<file path="config.mk">
export PLATFORM = sky130hd
export DESIGN_NAME = aes_core_seq
export DESIGN_NICKNAME = d
export VERILOG_FILES = /design/src/rtl/aes_core_seq.sv
export SDC_FILE = /design/constraint.sdc
export NUM_CORES = 1
export LEC_CHECK = 0
export ABC_CLOCK_PERIOD_IN_PS = 2950
export CAP_MARGIN = 20
export CORE_AREA = 2 2 307 309
export CTS_BUF_LIST = sky130_fd_sc_hd__clkbuf_16
export DETAILED_ROUTE_END_ITERATION = 7
export DIE_AREA = 0 0 309 311
export GPL_TIMING_DRIVEN = 0
export SLEW_MARGIN = 20
export SYNTH_ARGS = -nofsm -noshare
export SYNTH_HDL_FRONTEND = slang
export SYNTH_SLANG_ARGS = --single-unit
</file>
<file path="constraint.sdc">
create_clock -name clk -period 2.95 [get_ports clk]
set_clock_uncertainty 0.05 [all_clocks]
set_input_delay 0.295 -clock clk [delete_from_list [all_inputs] [get_ports clk]]
set_output_delay 0.295 -clock clk [all_outputs]
set_load 0.05 [all_outputs]
</file>
<file path="src/rtl/aes_core_seq.sv">
// Sequencer that drives an external AES enc/dec core pair: key-schedule start, data issue, result capture.
// Optional key cache enabled by defining AES_SEQ_KEYCACHE_EN (skips KEYLOAD when key and mode repeat).
module aes_core_seq #(
  parameter int LATENCY = 11,
  parameter int KEY_GAP = 1
) (
  input  logic         clk,
  input  logic         rst,
  input  logic         s_valid,
  output logic         s_ready,
  input  logic [127:0] s_data,
  input  logic [127:0] s_key,
  input  logic         s_mode,
  output logic         core_fsm_en,
  output logic         core_enable,
  output logic         core_sel,
  output logic [127:0] core_in,
  output logic [127:0] core_key,
  input  logic [127:0] core_out,
  output logic         m_valid,
  input  logic         m_ready,
  output logic [127:0] m_data
);

  typedef enum logic [2:0] {IDLE, KEYLOAD, KEYGAP, ISSUE, WAIT, HOLD} state_e;

  localparam logic [5:0] LAT_M1 = 6'(LATENCY - 1);
  localparam logic [5:0] GAP_M1 = 6'(KEY_GAP - 1);

  state_e       state_q;
  logic [5:0]   cnt_q;
  logic         s_ready_q, fsm_en_q, enable_q, sel_q, m_valid_q;
  logic [127:0] in_q, key_q, m_data_q;
  logic         hs, need_load;

  assign hs = s_valid && s_ready_q && (state_q == IDLE);

`ifdef AES_SEQ_KEYCACHE_EN
  logic         cache_vld_q, cache_mode_q;
  logic [127:0] cache_key_q;

  assign need_load = !(cache_vld_q && (cache_key_q == s_key) && (cache_mode_q == s_mode));

  // Cache is filled at accept time; a reset mid-request clears it anyway.
  always_ff @(posedge clk) begin
    if (!rst) begin
      cache_vld_q  <= 1'b0;
      cache_mode_q <= 1'b0;
      cache_key_q  <= '0;
    end else if (hs && need_load) begin
      cache_vld_q  <= 1'b1;
      cache_mode_q <= s_mode;
      cache_key_q  <= s_key;
    end
  end
`else
  assign need_load = 1'b1;
`endif

  always_ff @(posedge clk) begin
    if (!rst) begin
      state_q   <= IDLE;
      cnt_q     <= '0;
      s_ready_q <= 1'b0;
      fsm_en_q  <= 1'b0;
      enable_q  <= 1'b0;
      sel_q     <= 1'b0;
      in_q      <= '0;
      key_q     <= '0;
      m_valid_q <= 1'b0;
      m_data_q  <= '0;
    end else begin
      fsm_en_q <= 1'b0;
      enable_q <= 1'b0;
      case (state_q)
        IDLE: begin
          if (hs) begin
            s_ready_q <= 1'b0;
            in_q      <= s_data;
            key_q     <= s_key;
            sel_q     <= s_mode;
            if (need_load) begin
              state_q  <= KEYLOAD;
              fsm_en_q <= 1'b1;
            end else begin
              state_q  <= ISSUE;
              enable_q <= 1'b1;
            end
          end else begin
            s_ready_q <= 1'b1;
          end
        end
        KEYLOAD: begin
          if (KEY_GAP == 0) begin
            state_q  <= ISSUE;
            enable_q <= 1'b1;
          end else begin
            state_q <= KEYGAP;
            cnt_q   <= GAP_M1;
          end
        end
        KEYGAP: begin
          if (cnt_q == 6'd0) begin
            state_q  <= ISSUE;
            enable_q <= 1'b1;
          end else begin
            cnt_q <= cnt_q - 6'd1;
          end
        end
        ISSUE: begin
          state_q <= WAIT;
          cnt_q   <= LAT_M1;
        end
        // Counter hits zero in cycle T+LATENCY, where core_out is valid.
        WAIT: begin
          if (cnt_q == 6'd0) begin
            state_q   <= HOLD;
            m_valid_q <= 1'b1;
            m_data_q  <= core_out;
          end else begin
            cnt_q <= cnt_q - 6'd1;
          end
        end
        HOLD: begin
          if (m_ready) begin
            state_q   <= IDLE;
            m_valid_q <= 1'b0;
            s_ready_q <= 1'b1;
          end
        end
        default: state_q <= IDLE;
      endcase
    end
  end

  assign s_ready     = s_ready_q;
  assign core_fsm_en = fsm_en_q;
  assign core_enable = enable_q;
  assign core_sel    = sel_q;
  assign core_in     = in_q;
  assign core_key    = key_q;
  assign m_valid     = m_valid_q;
  assign m_data      = m_data_q;

endmodule
</file>
Yosys cells after proc, flatten, opt, wreduce, memory -nomap -nowiden
Cells that the tools add are included.

operators by class
  divide/modulo/power cells = 0
  shifts and indexed selects = 0
  add/sub/neg operators = 1
  bitwise logic cells = 0
  $mul = 0
  multiplexer cells = 15
  reductions and logical operators = 16
  equal/unequal tests = 10
  $lt $le $gt $ge = 0

operators by type and width
  cell                                                                    count
  3-bit case mux with 6 select lines                                      1
  6-bit case mux with 3 select lines                                      1
  3-bit two-way mux                                                       4
  2-bit AND reduction                                                     6
  2-bit inequality test (second input constant)                           5
  3-bit by 2-bit equality test with 1-bit output (second input constant)  2
  3-bit equality test (second input constant)                             2
  6-bit logical NOT                                                       1
  1-bit two-way mux                                                       6
  6-bit two-way mux                                                       1
  6-bit by 1-bit subtractor with 6-bit output (second input constant)     1
  1-bit case mux with 2 select lines                                      2
  4-bit AND reduction                                                     1
  2-bit nonzero test                                                      2
  3-bit by 1-bit equality test with 1-bit output (second input constant)  1
  3-bit logical NOT                                                       1
  3-bit AND reduction                                                     1
  3-bit nonzero test                                                      1
  1-bit logical AND                                                       2
  2-bit OR reduction                                                      1

word-level totals
  word-level logic and storage cells = 52
  bits in registers = 398
  bits in latches = 0
  bits of input ports = 389
  bits in read-only memories = 0
  bits in writable memories = 0
  memories = 0
  output and inout port bits = 389

Depth between registers and ports, before layout
Gate-level depths: netlist (run 1).

  depth after elaboration = 4
  gate-level depth with buffers = 9
  gate-level depth less buffers = 6

Least setup slack after synthesis (run 1)
OpenSTA, ideal clock, no wires.

  path kind = register -> register
  from = register cnt_q[0]
  to = register m_data_q[100], in the netlist m_data[100]
  arrival time = 1878 ps
  clock period less this slack = 2060 ps
  required time = 2768 ps
  stages on the path, launching flop included = 10
  path buffers = 3
  slack = 890 ps
  setup time = 132 ps
  cells stage by stage = dfxtp_1 -> inv_1 -> ha_1 -> or3b_1 -> buf_2 -> or4_4 -> buf_6 -> buf_6 -> nand2_1 -> a21oi_1

between the ends
  word-level cells in the longest chain between the ends = 2

ends and longest elaborated chain
  item                                  RTL line  RTL
  start: declaration                    31        logic [5:0] cnt_q;
  start signal: assignment              107       cnt_q <= cnt_q - 6'd1;
  start signal: assignment              121       cnt_q <= cnt_q - 6'd1;
  6-bit logical NOT                     116       if (cnt_q == 6'd0) begin
  2-bit AND reduction (no source line)  --
  end signal: assignment                119       m_data_q <= core_out;
  end: declaration                      33        logic [127:0] in_q, key_q, m_data_q;

Every way passes these cells.
A chain may end at the register's enable or synchronous reset.

Worst setup path in the final report (run 1)
  from = register state_q[1]
  to = register key_q[6], in the netlist core_key[6]

between the ends
  word-level cells in the longest chain between the ends = 3

ends and longest elaborated chain
  item                                    RTL line  RTL
  start: declaration                      30        state_e state_q;
  start signal: assignment                62        state_q <= IDLE;
  start signal: assignment                83        state_q <= KEYLOAD;
  start signal: assignment                86        state_q <= ISSUE;
  3-bit logical NOT *                     36, 75
  1-bit logical AND                       36        assign hs = s_valid && s_ready_q && (state_q == IDLE);
  2-bit AND reduction (no source line) *  --
  end signal: assignment                  80        key_q <= s_key;
  end: declaration                        33

Mark *: on every way between the ends. The rest lies on a longest branch, timed or not.

==> metrics list, run 1 <==
- Result of the run: complete, no violations
- The initial antenna violation count was 19.
* Vias in the first global route: 14,400
- Async SR Flop Fraction: 0
- Number of pins exceeding their max-slew limit in the final report: 0
- Number of max-cap violations: 0
- In the final layout, the share of cells above drive strength 1 is 0.0444.
- The pre-antenna-repair detailed-routing pass consisted of 5 iterations.
- Routed Antenna Nets: 0
- The synthesized design spends more area on one cell type than any other, namely dfxtp_1.
- Counting along the longest clock path gives a buffer depth of 3.
- Measured along the y axis, the die boundary spans 311 um.
- Derived from the worst setup path, the maximum achievable clock frequency is 0.378 GHz.
- Number of flops mapped to enable cells by yosys: 0
- For this run, the register share of the synthesized area comes to 0.572.
- Least-Margin Pin Slew: ~930 ps
- Util after Layout: 0.269
* Synthesized netlist cell count: 1,767
* Post-Synthesis Cell Area: 0.0139 mm^2
* Final net count: between 2,000 and 3,000
- The floorplan step set the die width to 309 um.
* Std-Cell Core Area: 0.0928 mm^2
- Number of inserted filler cells in the final layout: 10,100
- Data on the critical path is required at its endpoint by 3350 ps.
- Largest cells by area after synthesis: dfxtp_1 57%, nand2_1 21%, a21oi_1 14%
- Overall global routing resource usage: 0.143
- For the worst setup path, the data arrival time is 3050 ps.
* Initial Utilization: 0.150
- The top cell types in the final layout, fill and taps aside, are 777 x nand2_1, 776 x clkdlybuf4s50_1, 398 x dfxtp_1.
- The clock net in this run drives a total of just under 400 sinks.
* Hold violation count in the final report: 0
- VDD IR-drop max: 492 uV
- Share of Yosys cell area claimed by the top area cell type: 0.572
- STA classifies the critical path endpoint as a register.
- Tmin final: between 2000 and 3000 ps
- Hold Buf Count CTS: 0
- Half-perimeter wire length after detailed placement: 57,800 um
- Setup violations remaining at the end of the flow were counted as 0.
- After global routing the overflow that remains totals 0.
- Root buffer selected by CTS: clkbuf_16
- Worst hold-check path type: in2reg
- Global-route wire length before repair: 100,000 um
- The floorplan step defined a die boundary enclosing ~0.096 mm^2.
- Net count of the mapped netlist: 2,158
- Synth Flop Type: dfxtp_1
- The worst pin sits at a relative slew slack of 0.381.
* Worst Setup Slack, final: around 300 ps
- Relative to the synthesized area, the layout overhead comes to 78.9%.
- Counting distinct cell types in the post-synthesis netlist gives 40.
- Dividing the synthesized area by the synthesized cell count gives 7.88 um^2.
- Startpoint Class: register
* Unrepaired setup endpoints after global routing: no
- Along the worst path, the maximum fanout reaches 11.
* Routability congestion estimate: 0.883
- The H-tree was split into 2 levels.
- Leaving out fill and tap cells, the most frequent cell in the layout is nand2_1.
- Entering global routing, the biggest net connects 15 pins.
* Total Wirelength: 73,000 um
- Vias per std cell: approximately 3.9
* DRC violation count after routing: 0
- Prior to clock tree synthesis, the placed netlist has a worst setup slack of -33.0 ps.
- Row generation in the floorplan step produced roughly 110 rows.
- The synthesized design contains 398 register bits.
- Power spread over the standard cell area amounts to 734 mW/mm^2.
- In this run, CTS created clock tree buffers numbering between 40 and 50.
* Top-Level Pins: 778
* Worst skew pair latency: 600 ps
- The detailed router finished its first iteration with 788 violations.
* Category of the most critical setup path: reg2reg
- Clock-pin slew reported for the worst setup and hold paths after clock tree synthesis: 60 ps
- Leakage power: 8.39 nW
* Total chip power: 18.3 mW
- The routed layout has 15,100 vias.
- Buffers added to address setup during post-CTS repair amount to 0.
- Share of the clock period used by the worst path after layout: 0.898
- During synthesis, Yosys emitted a total of 0 warnings.
* TritonCTS clock tree: yes
- After detailed routing, the average wire length per cell comes to 18.7 um.
- Port buffering added around 780 buffers.
==> cell families (layout without fill, tap and decap cells) <==
family / after synthesis / in the layout / share of synthesized area
buffers and inverters: 140 / 1007 / 0.0471
multiplexers: 1 / 1 / 0.000719
AND/OR/NAND/NOR: 810 / 810 / 0.224
flip-flops: 398 / 398 / 0.572
other: 0 / 7 / 0
AO/OA/AOI/OAI: 415 / 415 / 0.153
adder cells (fa/ha/maj): 2 / 2 / 0.00180
XOR/XNOR: 1 / 1 / 0.000629
==> flip-flops by register name, summed over array words and instances (netlist names) <==
name         cells
core_in        128
core_key       128
m_data         128
cnt_q            6
state_q          3
core_enable      1
core_fsm_en      1
core_sel         1
m_valid          1
s_ready          1
==> metrics by stage <==
step	cells	TNS [ps]	instance area [um^2]	hold WS, ps
final	3895	0	24900	84.6
after global routing	3892	0	24900	99.6
after CTS	3889	0	24900	64.5
after detailed placement	3798	-134	23300	396
after global placement	3797	-45360	23300	391
after floorplan	1767	0	13900	381
==> cell type report <==
cell class / instances / area, um^2 / area share
diodes: 7 / 17.5 / 0.000703
multi-input cells: 1229 / 5310 / 0.213
clock buffers: 51 / 1280 / 0.0512
flip-flops and latches: 398 / 7970 / 0.320
clock inverters: 40 / 344 / 0.0138
plain buffers: 134 / 636 / 0.0255
repair buffers: 777 / 7780 / 0.312
well taps: 1254 / 1570 / 0.0630
inverters: 5 / 18.8 / 0.000753
==> path summary, 6_finish.rpt <==
| check | cells after the start | slack (ps) | from | end |
|---|---|---|---|---|
| min reg2reg | 2 | 400 | core_key[21]$_SDFFE_PN0P_ | core_key[21]$_SDFFE_PN0P_ |
| min | 2 | 80 | rst | state_q[0]$_SDFFE_PN0P_ |
| max reg2reg | 8 | 300 | state_q[1]$_SDFFE_PN0P_ | core_key[6]$_SDFFE_PN0P_ |
| max | 8 | 300 | state_q[1]$_SDFFE_PN0P_ | core_key[6]$_SDFFE_PN0P_ |
==> report_power, final <==
part / internal [mW] / switching (mW)
sequential: 5.95 / 0.346
combinational: 1.94 / 3.87
clock: 3.58 / 2.59
total: 11.5 / 6.81
==> critical path: stages, from the launching register on <==
cell      delay [ps]
dfxtp_1          290
buf_2            170
nor2_1           210
nand4b_1         480
buf_6            360
clkbuf_2         310
clkbuf_1         360
nand2_1          160
a21oi_1           70
==> routing by layer <==
| layer | global-route usage | part of all wire |
|---|---|---|
| met1 | 0.159 | 0.39 |
| met2 | 0.241 | 0.47 |
| met3 | 0.0602 | 0.11 |
| met4 | 0.0576 | 0.032 |
| met5 | 0 | 0.0012 |
==> cell usage after synthesis (3+ instances only) <==
cell        n
o21ai_0     5
buf_1       5
nor3_1      4
clkbuf_1   96
nand2_1   777
inv_1       4
o211ai_1    3
buf_6      14
nor2_1      6
nand2b_1    3
dfxtp_1   398
buf_2      20
a21oi_1   392
or3_1       3
nor2b_1     3
==> repair_timing <==
action / 4_1_cts / 5_1_grt
setup endpoints to repair: 0 / 143
hold endpoints to repair: 0 / 0
gates resized for setup: 0 / 3
Power figures use the tool's default switching activity.
==> run 2: changes to the inputs <==
--- a/config.mk
+++ b/config.mk
@@ -5,12 +5,13 @@
 export SDC_FILE = /design/constraint.sdc
 export NUM_CORES = 1
 export LEC_CHECK = 0
+export ABC_AREA = 1
 export ABC_CLOCK_PERIOD_IN_PS = 2950
 export CAP_MARGIN = 20
-export CORE_AREA = 2 2 307 309
+export CORE_AREA = 2 2 300 302
 export CTS_BUF_LIST = sky130_fd_sc_hd__clkbuf_16
 export DETAILED_ROUTE_END_ITERATION = 7
-export DIE_AREA = 0 0 309 311
+export DIE_AREA = 0 0 302 304
 export GPL_TIMING_DRIVEN = 0
 export SLEW_MARGIN = 20
 export SYNTH_ARGS = -nofsm -noshare
==> run 2 against run 1 <==
Against the previous run: non-clock buffer count decreased by 7; critical endpoint is now core_in[81]; combinational power increased by 2%; final area decreased by 0.74%; largest power group unchanged; critical path depth decreased by 7; setup slack improved by 210 ps; routed wire length increased by 1.5%; die area decreased by 4.5%; power decreased by 2.3%; clock-buffer cell count decreased by 4; synthesized cell count about the same.
==> metrics list, run 2 <==
* Number of inserted filler cells in the final layout: 9,587 (-5.3%)
- The area of the die came to 0.0918 mm^2 (-4.5%).
* 1st-pass router iterations: 6 (+1)
- The number of global-route vias before repair was 14,600 (+1.4%).
- Gate family responsible for the most delay along the worst path: buffers and inverters
- Synthesized netlist cell count: 1,766 (-0.057%)
- Hold Slack: 193 ps (+109 ps)
- The max-slew violation total from the final report is 0 (unchanged).
- Hold Buf Count CTS: 0 (unchanged)
* Std-Cell Core Area: 0.0890 mm^2 (-4.0%)
* Die height: 304 um (-2.3%)
- Overall global routing resource usage: 0.155 (+0.0114)
- Relative to the synthesized area, the layout overhead comes to 75.5%.
- Result of the run: complete, no violations
- Half-perimeter wire length after detailed placement: 60,400 um (+4.5%)
* Worst hold-check path type: in2reg
- The number of synthesized flops with an enable pin was 0 (unchanged).
- Least-Margin Pin Slew: 1030 ps (+101 ps)
- Synth Flop Type: dfxtp_1
- Vias per std cell: 3.93 (+1.4%)
* Global-route wire length before repair: 103,000 um (+2.5%)
- The final weighted congestion in routability-driven placement was 0.918 (+3.9%).
- The post-CTS setup-driven buffer insertion count came to 0 (unchanged).
- Sequential fraction of the synthesis area: 0.565 (-0.00675)
* Share of the clock period used by the worst path after layout: 0.827 (-0.0708)
- Walking the worst path, the cells encountered are clkdlybuf4s50_1.
- Leaving out fill and tap cells, the most frequent cell in the layout is clkdlybuf4s50_1.
- Max incr delay on CP: 1150 ps (+670 ps)
* Number of endpoints failing setup at the final stage: 0 (unchanged)
- Async SR Flop Fraction: 0 (unchanged)
- The insertion delay to the later sink of the worst-skew pair is 570 ps (-30 ps).
- In the layout the commonest cells are 776 x clkdlybuf4s50_1, 539 x nand2_1, 398 x dfxtp_1.
- Data required, critical path: 2610 ps (-740 ps)
- Category of the most critical setup path: reg2out
- The H-tree depth came to 2 (unchanged).
- Die W: 302 um (-2.3%)
- dfxtp_1 takes more of the synthesized area than any other cell.
- The number of hold violations in the final report was 0 (unchanged).
* TritonCTS clock tree: yes
- Ranking of synthesized cells by instance count: 539 x nand2_1, 398 x dfxtp_1, 263 x nand3_1
- The final sum of negative setup slack came to 0 ps (unchanged).
- The ratio of total power to cell area is 722 mW/mm^2 (-1.6%).
* Critical Path Slowest Stage Cell: clkdlybuf4s50_1
- The fraction of post-synthesis cell area in the top cell type by area came to 0.565 (-0.00675).
- The post-layout instance count excluding filler cells came to 3,805 (-2.3%).
* Worst Setup Slack, final: 511 ps (+209 ps)
* Cell with the most instances after synthesis: nand2_1
* Leakage power: 10.4 nW (+24%)
- The achievable frequency is 0.410 GHz (+8.6%).
* Root buffer selected by CTS: clkbuf_16
- The clock period minus worst slack was 2440 ps (-209 ps).
* Post-Synthesis Cell Area: 0.0141 mm^2 (+1.2%)
* Startpoint Class: register
- The share of cells above drive strength 1 came to 0.0804 (+0.0360).
- The number of nets with antenna violations after detailed routing is 0 (unchanged).
- The maximum number of pins on one net before global-route repair is 13 (-2).
- Maximum clock insertion buffer count: 3 (unchanged)
* Clock-pin slew reported for the worst setup and hold paths after clock tree synthesis: 60 ps (about the same)
- The worst setup path is captured at an output pin.
- The overall power came to 17.9 mW (-2.3%).
- The setup slack at placement was 144 ps (+177 ps).
- Starting DRT DRC Count: 758 (-3.8%)
* Area of all sequential standard cells: 0.00797 mm^2 (unchanged)
- VDD IR-drop max: 565 uV (+15%)
* Total Wirelength: 74,100 um (+1.5%)
- The area taken by multi-input logic gates is 0.00532 mm^2 (+0.12%).
- Vias after detailed routing: 15,000 (-0.93%)
- The number of cells upsized or downsized after cts is 0 (unchanged).
- Number of clock sinks: 398 (unchanged)
- The aggregate global routing overflow came to 0 (unchanged).
- The critical path buffer and inverter count came to 1 (-3).
- DRC violation count after routing: 0 (unchanged)
- Setup repair after global routing left no endpoint under its margin.
* Largest cells by area after synthesis: dfxtp_1 57%, nand2_1 14%, nand3_1 9.3%
- The register bit total from synthesis was 398 (unchanged).
* Arrival time at the worst endpoint: 2090 ps (-960 ps)
- The post-synthesis net count was 2,157 (-0.046%).
- Unique masters post-synth: 24 (-40%)
- Number of max-cap violations: 0 (unchanged)
- Placed instance count: 3,718 (-2.1%)
- The average routed wire per standard cell is 19.5 um (+3.9%).
- The initial antenna violation count is 22 (+3).
- Quantity of I/O buffers inserted on ports: 776 (unchanged)
- The top fanout value on the critical path was 2 (-9).
* Rel. slew slack: 0.311 (-0.0695)
- The synthesized area per cell was 7.98 um^2 (+1.3%).
- Number of standard-cell rows in the floorplan: 110 (-1.8%)
* Initial Utilization: 0.158 (+0.00814)
- The boundary pin count came to 778 (unchanged).
- Final net count: 2,982 (-0.10%)
- The number of buffers created by CTS came to 47 (-4.1%).
- The synthesis warning total was 0 (unchanged).
[run 2: cells by family (layout without fill, tap and decap cells)]
group / Yosys count / in the layout / share of synthesized area
compound gates: 142 / 142 / 0.0504
fa+ha+maj: 2 / 2 / 0.00178
buf+inv: 141 / 999 / 0.0573
flops: 398 / 398 / 0.565
other cells: 0 / 5 / 0
simple gates: 1083 / 1083 / 0.325
[run 2: per-stage QoR]
stage                     utilization  instance area, um^2
after floorplan                     -                14100
after global placement          0.262                23300
after detailed placement        0.262                23300
after CTS                       0.278                24700
after global routing            0.278                24700
final                           0.278                24700
[run 2: final cells by class]
cell class,instances,share of cell area
clock inverters,35,0.00870
repair buffers,776,0.314
clock buffers,47,0.0475
plain buffers,128,0.0307
multi-input cells,1227,0.215
well taps,1176,0.0595
diodes,5,0.000506
flip-flops and latches,398,0.322
inverters,13,0.00197
[run 2: final timing paths]
path                                                from                        end  slack [ps]  depth (start not counted)
worst max-delay path            core_in[81]$_SDFFE_PN0P_                core_in[81]         510                          1
worst min register to register     cnt_q[0]$_SDFFE_PN0P_      cnt_q[0]$_SDFFE_PN0P_         370                          1
worst min-delay path                           s_key[35]  core_key[35]$_SDFFE_PN0P_         190                          3
worst max register to register      s_ready$_SDFFE_PN0P_  core_key[20]$_SDFFE_PN0P_         930                          8
[run 2: layer usage]
| metal | wire (um) | vias to the layer above | GRT usage |
|---|---|---|---|
| met5 | 109 | - | 0 |
| met2 | 35200 | 668 | 0.265 |
| li1 | - | 7329 | - |
| met1 | 28600 | 6827 | 0.170 |
| met3 | 7960 | 128 | 0.0662 |
| met4 | 2250 | 20 | 0.0526 |
[run 2: report_power, final]
part	switching [mW]	total, mW	internal, mW
Clock	2.41	5.46	3.05
Sequential	0.414	6.46	6.05
Combinational	3.99	5.95	1.96
Total	6.81	17.9	11.1
[run 2: worst register-to-register path: cells and delay by family, from the launching register on]
family	cells	cell delay (ps)
buf+inv	4	1060
simple gates	4	500
flops	1	350
==> run 3: changes to the inputs <==
--- a/config.mk
+++ b/config.mk
@@ -6,7 +6,7 @@
 export NUM_CORES = 1
 export LEC_CHECK = 0
 export ABC_AREA = 1
-export ABC_CLOCK_PERIOD_IN_PS = 2950
+export ABC_CLOCK_PERIOD_IN_PS = 2300
 export CAP_MARGIN = 20
 export CORE_AREA = 2 2 300 302
 export CTS_BUF_LIST = sky130_fd_sc_hd__clkbuf_16
==> constraint.sdc (replaced) <==
create_clock -name clk -period 2.3 [get_ports clk]
set_clock_uncertainty 0.05 [all_clocks]
set_input_delay 0.23 -clock clk [delete_from_list [all_inputs] [get_ports clk]]
set_output_delay 0.23 -clock clk [all_outputs]
set_load 0.05 [all_outputs]
==> run 3 against run 2 <==
Against the previous run: sequential share of layout area hardly changed; critical path depth stayed put; clock-buffer cell count stayed put; routed wire length hardly changed; via count hardly changed; core utilization hardly changed; power is 28% higher; highest routed layer unchanged; first-iteration DRC count stayed put.
==> metrics list, run 3 (synthesis gave the netlist of run 2 again) <==
- Die height: 304 um (unchanged)
- The final net count is 2,982 (unchanged).
- The worst reg2reg path depth came to 8 (unchanged).
- Area Overhead vs Synth: 75.4% (about the same)
- Data required, critical path: 2020 ps (-590 ps)
- The critical path goes through clkdlybuf4s50_1.
- The worst setup path is captured at an output pin.
- The number of nets with antenna violations after detailed routing came to 0 (unchanged).
- Pwr Density: 926 mW/mm^2 (+28%)
* Maximum fanout encountered on the critical timing path: 2 (unchanged)
- Layout cells sized above 1: 0.0804 (unchanged)
* 1st-pass router iterations: 6 (unchanged)
- Beginning of the worst hold path: s_key[35]
- VDD IR-drop max: 724 uV (+28%)
- The boundary pin count was 778 (unchanged).
- The transition at the pin with the smallest max-transition slack came to 1020 ps (-12.6 ps).
- The floorplan core area was 0.0890 mm^2 (unchanged).
- The headroom to the max-slew limit came to 0.324 (+0.0132).
- Area of the die: 0.0918 mm^2 (unchanged)
- The maximum number of pins on one net before global-route repair is 13 (unchanged).
- Number of max-cap violations: 0 (unchanged)
* Maximum clock insertion buffer count: 3 (unchanged)
* Vias after detailed routing: 15,000 (-0.013%)
- Number of endpoints failing setup at the final stage: 0 (unchanged)
- Arrival time at the worst endpoint: 1930 ps (-160 ps)
* Half-perimeter wire length after detailed placement: 60,400 um (unchanged)
- The critical path buffer and inverter count was 1 (unchanged).
* Tmin final: 2210 ps
- CTS H-tree depth: 2 (unchanged)
* Hold Buf Count CTS: 0 (unchanged)
* Category of the most critical setup path: reg2out
- The worst setup path is launched from a register.
- Hold Crit Depth: 3 (unchanged)
* Initial Utilization: 0.158 (unchanged)
* Maximum clock frequency: between 0.4 and 0.5 GHz
- Placed Area: 0.0233 mm^2 (unchanged)
- The aggregate global routing overflow is 0 (unchanged).
* Antenna violations before repair: 22 (unchanged)
- Worst skew pair latency: 570 ps (about the same)
- Routed length per placed instance: 19.5 um (about the same)
- Starting DRT DRC Count: 758 (unchanged)
- The number of input and output port buffers inserted was 776 (unchanged).
- Number of inserted filler cells in the final layout: 9,594 (+0.073%)
* Number of clock sinks: 398 (unchanged)
- Die W: 302 um (unchanged)
- Share of the clock period used by the worst path after layout: 0.959
* Total Wirelength: 74,100 um (about the same)
* Flop-to-flop setup slack: 280 ps (-650 ps)
- The final core utilization is 0.278 (about the same).
- Hold Path End: core_key[35]$_SDFFE_PN0P_
- Number of pins exceeding their max-slew limit in the final report: 0 (unchanged)
- The worst register-to-register path ends at core_key[20]$_SDFFE_PN0P_.
* Overall global routing resource usage: 0.155 (unchanged)
- Setup repair after global routing left no endpoint under its margin.
- Vias in the first global route: 14,600 (unchanged)
- The number of core rows came to 110 (unchanged).
- The summed area of non-filler cells in the final layout is 0.0247 mm^2 (about the same).
- The static power due to leakage was 10.5 nW (+0.57%).
- The run finished with clean final reports.
* Number of buffers created by CTS: 47 (unchanged)
* Hold violation count in the final report: 0 (unchanged)
- On the critical path, the stage with the largest delay is an instance of clkdlybuf4s50_1.
- Max incr delay on CP: 1000 ps (-150 ps)
* Routability congestion estimate: 0.918 (unchanged)
* TritonCTS clock tree: yes
* Vias per std cell: 3.93 (about the same)
* Root buffer selected by CTS: clkbuf_16
- Hold Slack: 128 ps (-65.2 ps)
- In the layout the commonest cells are 763 x clkdlybuf4s50_1, 539 x nand2_1, 398 x dfxtp_1.
- Worst hold-check path type: in2reg
- The library cell used most frequently in the layout, excluding fill and tap cells, is clkdlybuf4s50_1.
* Global-route wire length before repair: 103,000 um (unchanged)
- Clock-pin slew reported for the worst setup and hold paths after clock tree synthesis: 60 ps (about the same)
* Gate family responsible for the most delay along the worst path: buffers and inverters
* DRC violation count after routing: 0 (unchanged)
* R2R Path Start: s_ready$_SDFFE_PN0P_
## run 3: cell types whose count changed in the layout (fill, tap and decap cells not counted)
cell,before,now
dlygate4sd2_1,0,13
clkdlybuf4s50_1,776,763
## run 3: worst register-to-register path: stages, from the launching register on
cell	delay, ps
dfxtp_1	350
nand2_1	90
inv_1	90
nand4_1	100
inv_2	320
buf_2	300
buf_2	350
nand2_1	210
nand2_1	100
## run 3: how the worst max path moves through the flow
| stage | to | slack [ps] | cells after the start | from |
|---|---|---|---|---|
| 2_1_floorplan | core_in[67]$_SDFFE_PN0P_ | 710 | 8 | s_ready$_SDFFE_PN0P_ |
| 4_1_cts | core_in[100] | 6 | 1 | core_in[100]$_SDFFE_PN0P_ |
| 3_5_place_dp | m_data[110]$_SDFFE_PN0P_ | -440 | 5 | rst |
| 5_1_grt | core_in[97] | 4 | 1 | core_in[97]$_SDFFE_PN0P_ |
| 3_3_place_gp | m_data[106]$_SDFFE_PN0P_ | -440 | 5 | rst |
| 6_report | core_key[1] | 90 | 1 | core_key[1]$_SDFFE_PN0P_ |
## run 3: routing by layer
metal	GRT usage	vias up	part of all wire	wire, um
met5	0	-	0.0015	109
met2	0.265	670	0.47	35200
met4	0.0526	20	0.030	2250
li1	-	7331	-	-
met3	0.0662	126	0.11	7960
met1	0.170	6823	0.39	28600
## run 3: timing repair
action	4_1_cts	5_1_grt
resized for setup	13	0
endpoints found under the hold margin	0	0
buffers inserted	0	0
endpoints found under the setup margin	13	0
## run 3: cell type report
type,instances,area [um^2],share of cell area
Antenna cell,5,12.5,0.000506
Timing Repair Buffer,776,7750,0.314
Inverter,13,48.8,0.00197
Sequential cell,398,7970,0.322
Buffer,128,758,0.0307
Clock buffer,47,1180,0.0476
Clock inverter,35,215,0.00871
Tap cell,1176,1470,0.0595
Multi-Input combinational cell,1227,5320,0.215
## run 3: through the flow
step	setup WS, ps	cells	TNS [ps]	total power, mW
2_1_floorplan	708	1766	0	12.7
3_3_place_gp	-437	3718	-34300	16.1
3_5_place_dp	-441	3718	-26820	16.1
4_1_cts	5.75	3800	0	23.2
5_1_grt	4.25	3803	0	24.0
6_report	94.6	3805	0	22.9
## run 3: where the power goes
part | internal, mW | leakage [nW] | total [mW] | switching (mW)
combinational | 2.49 | 6.53 | 7.60 | 5.12
sequential | 7.75 | 3.22 | 8.28 | 0.529
clock | 3.91 | 0.725 | 7.01 | 3.09
==> edit 1: new RTL, flow settings as in run 1 <==
Re-encode `state_e` (6 states) as one-hot, 6 bits wide.
--- a/src/rtl/aes_core_seq.sv
+++ b/src/rtl/aes_core_seq.sv
@@ -22,7 +22,7 @@
   output logic [127:0] m_data
 );
 
-  typedef enum logic [2:0] {IDLE, KEYLOAD, KEYGAP, ISSUE, WAIT, HOLD} state_e;
+  typedef enum logic [5:0] {IDLE = 6'b000001, KEYLOAD = 6'b000010, KEYGAP = 6'b000100, ISSUE = 6'b001000, WAIT = 6'b010000, HOLD = 6'b100000} state_e;
 
   localparam logic [5:0] LAT_M1 = 6'(LATENCY - 1);
   localparam logic [5:0] GAP_M1 = 6'(KEY_GAP - 1);
Formal check against the unedited RTL: no difference found for any inputs over 4 cycles, from zero or initial values and one cycle with rst low; so few cycles prove little.
==> edit 1 against run 1 <==
  * Sequential cell count rose by 3
  * Setup slack lost 0.087 ns
  * Highest routed layer unchanged
  * Non-clock buffer count fell by 3
  * Sequential share of layout area is 0.34 points higher
  * Wire length fell by 1.4%
  * Core utilization down 0.084 points
  * Synthesized area up 0.55%
  * Cell area down 0.31%
Power is not compared: it rests on default switching activity, and its combinational part moved more than twofold at a synthesized area within 25%.
==> edit 1: results (changes against run 1) <==
| Metric | Value |
|---|---|
| Layout cells sized above 1 | `0.0483 (+0.00387)` |
| Fin nets | `2983 (-0.067%)` |
| WHS Endpoint | `core_in[42]$_SDFFE_PN0P_` |
| Vias/cell | `3.83 (-1.3%)` |
| Gr usage total | `0.143 (-0.000392)` |
| Hold Startpoint | `s_data[42]` |
| Initial antenna violation count | `15 (-4)` |
| Synth unique cells | `44 (+10%)` |
| IO buf count | `776 (unchanged)` |
| Worst path max stage delay | `0.51 ns (+0.03 ns)` |
| Final wirelength | `72000 microns (-1.4%)` |
| Finished Layout Cells | `3889 (-0.15%)` |
| Post-synthesis sequential area ratio | `0.573 (+0.00117)` |
| Synth Net Count | `2155 (-0.14%)` |
| Hold depth | `3 (+1)` |
| Hpwl dp | `57800 microns (+0.10%)` |
| Vias in the first global route | `14473 (+0.81%)` |
| Worst setup path start | `cnt_q[0]$_SDFFE_PN0P_` |
| Slowest CP cell | `nor4b_2` |
| Status | `finished, final reports clean` |
| Commonest cells post-synth | `nand2_1 (783), dfxtp_1 (401), a21oi_1 (389)` |
| Synth top area share | `0.573 (+0.00117)` |
| Crit Reg-Reg Endpoint | `m_data[118]$_SDFFE_PN0P_` |
| Largest cells by area after synthesis | `dfxtp_1 (57%), nand2_1 (21%), a21oi_1 (14%), clkbuf_1 (2.1%), buf_2 (1.3%)` |
| Critical Path Fanout Max | `10 (-1)` |
| Slew @ Worst Pin | `1.08 ns (+0.147 ns)` |
| Worst path arrival time | `3.22 ns (+0.17 ns)` |
| Gp weighted congestion | `0.841 (-4.7%)` |
| Filler Cell Count | `10086 (-0.36%)` |
| Placed cell count | `3795 (-0.079%)` |
| Global-route wire length before repair | `100000 microns (-0.17%)` |
| Largest net degree at the start of global routing | `14 (-1)` |
| Syn avg cell area | `7.93 sq um (+0.66%)` |
| Asr flop ratio synth | `0 (unchanged)` |
[edit 1: cell families (layout without fill, tap and decap cells)]
group                      Yosys count  after routing  share of synthesized area
and+or+nand+nor                    817            817                      0.226
AOI/OAI and AO/OA                  407            407                      0.150
DFF                                401            401                      0.573
buffers and inverters              135           1000                     0.0472
xor gates and xnor gates             2              2                    0.00125
muxes                                2              2                    0.00143
adders and majority gates            1              1                   0.000893
other                                0              5                          0
[edit 1: area by class of cell]
| cell class | instances | area (sq um) | share of cell area |
|---|---|---|---|
| buffer | 131 | 651 | 0.0262 |
| clock buffer | 49 | 1230 | 0.0494 |
| tap | 1254 | 1570 | 0.0632 |
| inverter | 4 | 15.0 | 0.000604 |
| antenna | 5 | 12.5 | 0.000504 |
| timing repair buffer | 777 | 7780 | 0.313 |
| multi-input combinational | 1229 | 5320 | 0.214 |
| clock inverter | 39 | 249 | 0.0100 |
| sequential | 401 | 8030 | 0.323 |
[edit 1: critical path, delay by kind of cell (launching register included)]
kind	cells	cell delay [ns]
AO/OA/AOI/OAI	1	0.13
adder cells (fa/ha/maj)	1	0.17
buffers and inverters	3	0.85
flip-flops	1	0.32
AND/OR/NAND/NOR	3	1.13
[edit 1: metal layers]
layer	up-vias	track usage	routed length [microns]	share of wire
met5	-	0	13	0.00018
met4	2	0.0493	2120	0.029
met3	106	0.0684	8100	0.11
met2	612	0.247	34700	0.48
met1	6790	0.151	27100	0.38
li1	7384	-	-	-
[edit 1: power by group]
part	internal (mW)	switching, mW
Clock	3.19	2.51
Combinational	1.06	1.71
Sequential	5.66	0.156
Total	9.91	4.37
[edit 1: what timing repair did]
item	CTS	global route
pin swaps	0	0
hold endpoints to repair	4	0
setup endpoints to repair	68	2
hold buffers	1	0
resized for setup	3	3
==> edit 2: new RTL, config.mk and constraints of run 1 <==
Made on the original files. `LATENCY`: 11 -> 8.
--- a/src/rtl/aes_core_seq.sv
+++ b/src/rtl/aes_core_seq.sv
@@ -1,7 +1,7 @@
 // Sequencer that drives an external AES enc/dec core pair: key-schedule start, data issue, result capture.
 // Optional key cache enabled by defining AES_SEQ_KEYCACHE_EN (skips KEYLOAD when key and mode repeat).
 module aes_core_seq #(
-  parameter int LATENCY = 11,
+  parameter int LATENCY = 8,
   parameter int KEY_GAP = 1
 ) (
   input  logic         clk,
Function: not settled (the Yosys comparison gave no result); the edit may change what the design does.
==> edit 2 against run 1 <==
  * Cell area decreased by 5.0%
  * Synthesized area decreased by 7.2%
  * Combinational power increased by 0.9%
  * Setup slack improved by 0.16 ns
  * Die area unchanged
  * Sequential cell count unchanged
  * Fmax increased by 6.5%
  * Total power decreased by 3.1%
  * Wire length decreased by 20%
  * Clock power decreased by 13%
  * Critical path type unchanged
  * Largest cell class unchanged
==> edit 2: results (changes against run 1) <==
| Metric | Value |
|---|---|
| Status | `finished, final reports clean` |
| Synth Net Count | `1610 (-25%)` |
| DR WL/cell | `17.5 microns (-6.4%)` |
| Gr usage total | `0.115 (-0.0287)` |
| Maximum vdd drop | `0.000407 V (-17%)` |
| Global routing usage on met2 | `0.193 (-0.0477)` |
| Commonest cells post-synth | `dfxtp_1 (398), nand2_1 (264), a22o_1 (257)` |
| Layout cells sized above 1 | `0.0650 (+0.0205)` |
| Leakage power figure | `8.52 nW (+1.7%)` |
| Initial antenna violation count | `4 (-15)` |
| Post-synthesis sequential area ratio | `0.616 (+0.0442)` |
| First DRT Iteration DRCs | `660 (-16%)` |
| Critical Path Fanout Max | `10 (-1)` |
| Largest cells by area after synthesis | `dfxtp_1 (62%), a22o_1 (17%), nand2_1 (7.7%), a21oi_1 (5.2%), buf_6 (2.2%)` |
| Global-route wire length before repair | `82200 microns (-18%)` |
| Hpwl dp | `46000 microns (-20%)` |
| Via count | `12495 (-17%)` |
| Worst path max stage delay | `0.56 ns (+0.08 ns)` |
| Met3 usage | `0.0392 (-0.0210)` |
| Filler Cell Count | `9988 (-1.3%)` |
| Worst-Skew Late Latency | `0.57 ns (-0.03 ns)` |
| Worst path arrival time | `2.94 ns (-0.11 ns)` |
| Placed inst area | `0.0223 sq mm (-4.2%)` |
| Slew @ Worst Pin | `0.952 ns (+0.0226 ns)` |
| TritonCTS Buffers | `47 (-4.1%)` |
| Slowest CP cell | `clkbuf_1` |
| Gp weighted congestion | `0.870 (-1.5%)` |
| Fin nets | `2437 (-18%)` |
-- edit 2: worst paths after layout --
kind	start	slack (ns)	depth (start not counted)	endpoint
max	cnt_q[0]$_SDFFE_PN0P_	0.46	8	m_data[59]$_SDFFE_PN0P_
min reg2reg	m_data[92]$_SDFFE_PN0P_	0.40	2	m_data[92]$_SDFFE_PN0P_
min	core_out[39]	0.22	3	m_data[39]$_SDFFE_PN0P_
max reg2reg	cnt_q[0]$_SDFFE_PN0P_	0.46	8	m_data[59]$_SDFFE_PN0P_
-- edit 2: critical path: cells and delay by family, from the launching register on --
| kind | cells | cell delay, ns |
|---|---|---|
| DFF | 1 | 0.40 |
| buffers and inverters | 3 | 1.05 |
| adders and majority gates | 1 | 0.23 |
| and+or+nand+nor | 3 | 0.51 |
| AOI/OAI and AO/OA | 1 | 0.15 |
-- edit 2: stage by stage --
stage               TNS (ns)  hold slack, ns   util  worst slack (ns)
CTS                        0           0.146  0.255             0.383
floorplan                  0           0.358      -              1.16
global route               0           0.163  0.255             0.302
finish                     0           0.215  0.255             0.464
detailed placement         0           0.395  0.240             0.110
global placement     -120.38           0.392  0.240            -0.696
-- edit 2: area by class of cell --
class | instances | area, sq um | share of cell area
Inverter | 7 | 26.3 | 0.00111
Multi-Input combinational cell | 711 | 4300 | 0.182
Clock inverter | 34 | 211 | 0.00893
Timing Repair Buffer | 778 | 7790 | 0.329
Clock buffer | 47 | 1180 | 0.0497
Antenna cell | 2 | 5.00 | 0.000211
Buffer | 103 | 633 | 0.0267
Sequential cell | 398 | 7970 | 0.336
Tap cell | 1254 | 1570 | 0.0662
-- edit 2: where the power goes --
group	internal (mW)	switching, mW
Sequential	6.04	0.444
Combinational	2.18	3.68
Clock	3.05	2.33
Total	11.3	6.46
-- edit 2: cell families after synthesis --
kind of cell             Yosys count  synth area share
flip-flops                       398             0.616
AO/OA/AOI/OAI                    416             0.239
adder cells (fa/ha/maj)            2           0.00194
AND/OR/NAND/NOR                  292            0.0910
buffers and inverters            110            0.0510
XOR/XNOR                           1          0.000678
-- edit 2: per-layer routing --
| metal | vias up | share of wire |
|---|---|---|
| li1 | 6000 | - |
| met1 | 5875 | 0.40 |
| met2 | 530 | 0.48 |
| met3 | 88 | 0.087 |
| met4 | 2 | 0.030 |
| met5 | - | 0.00022 |
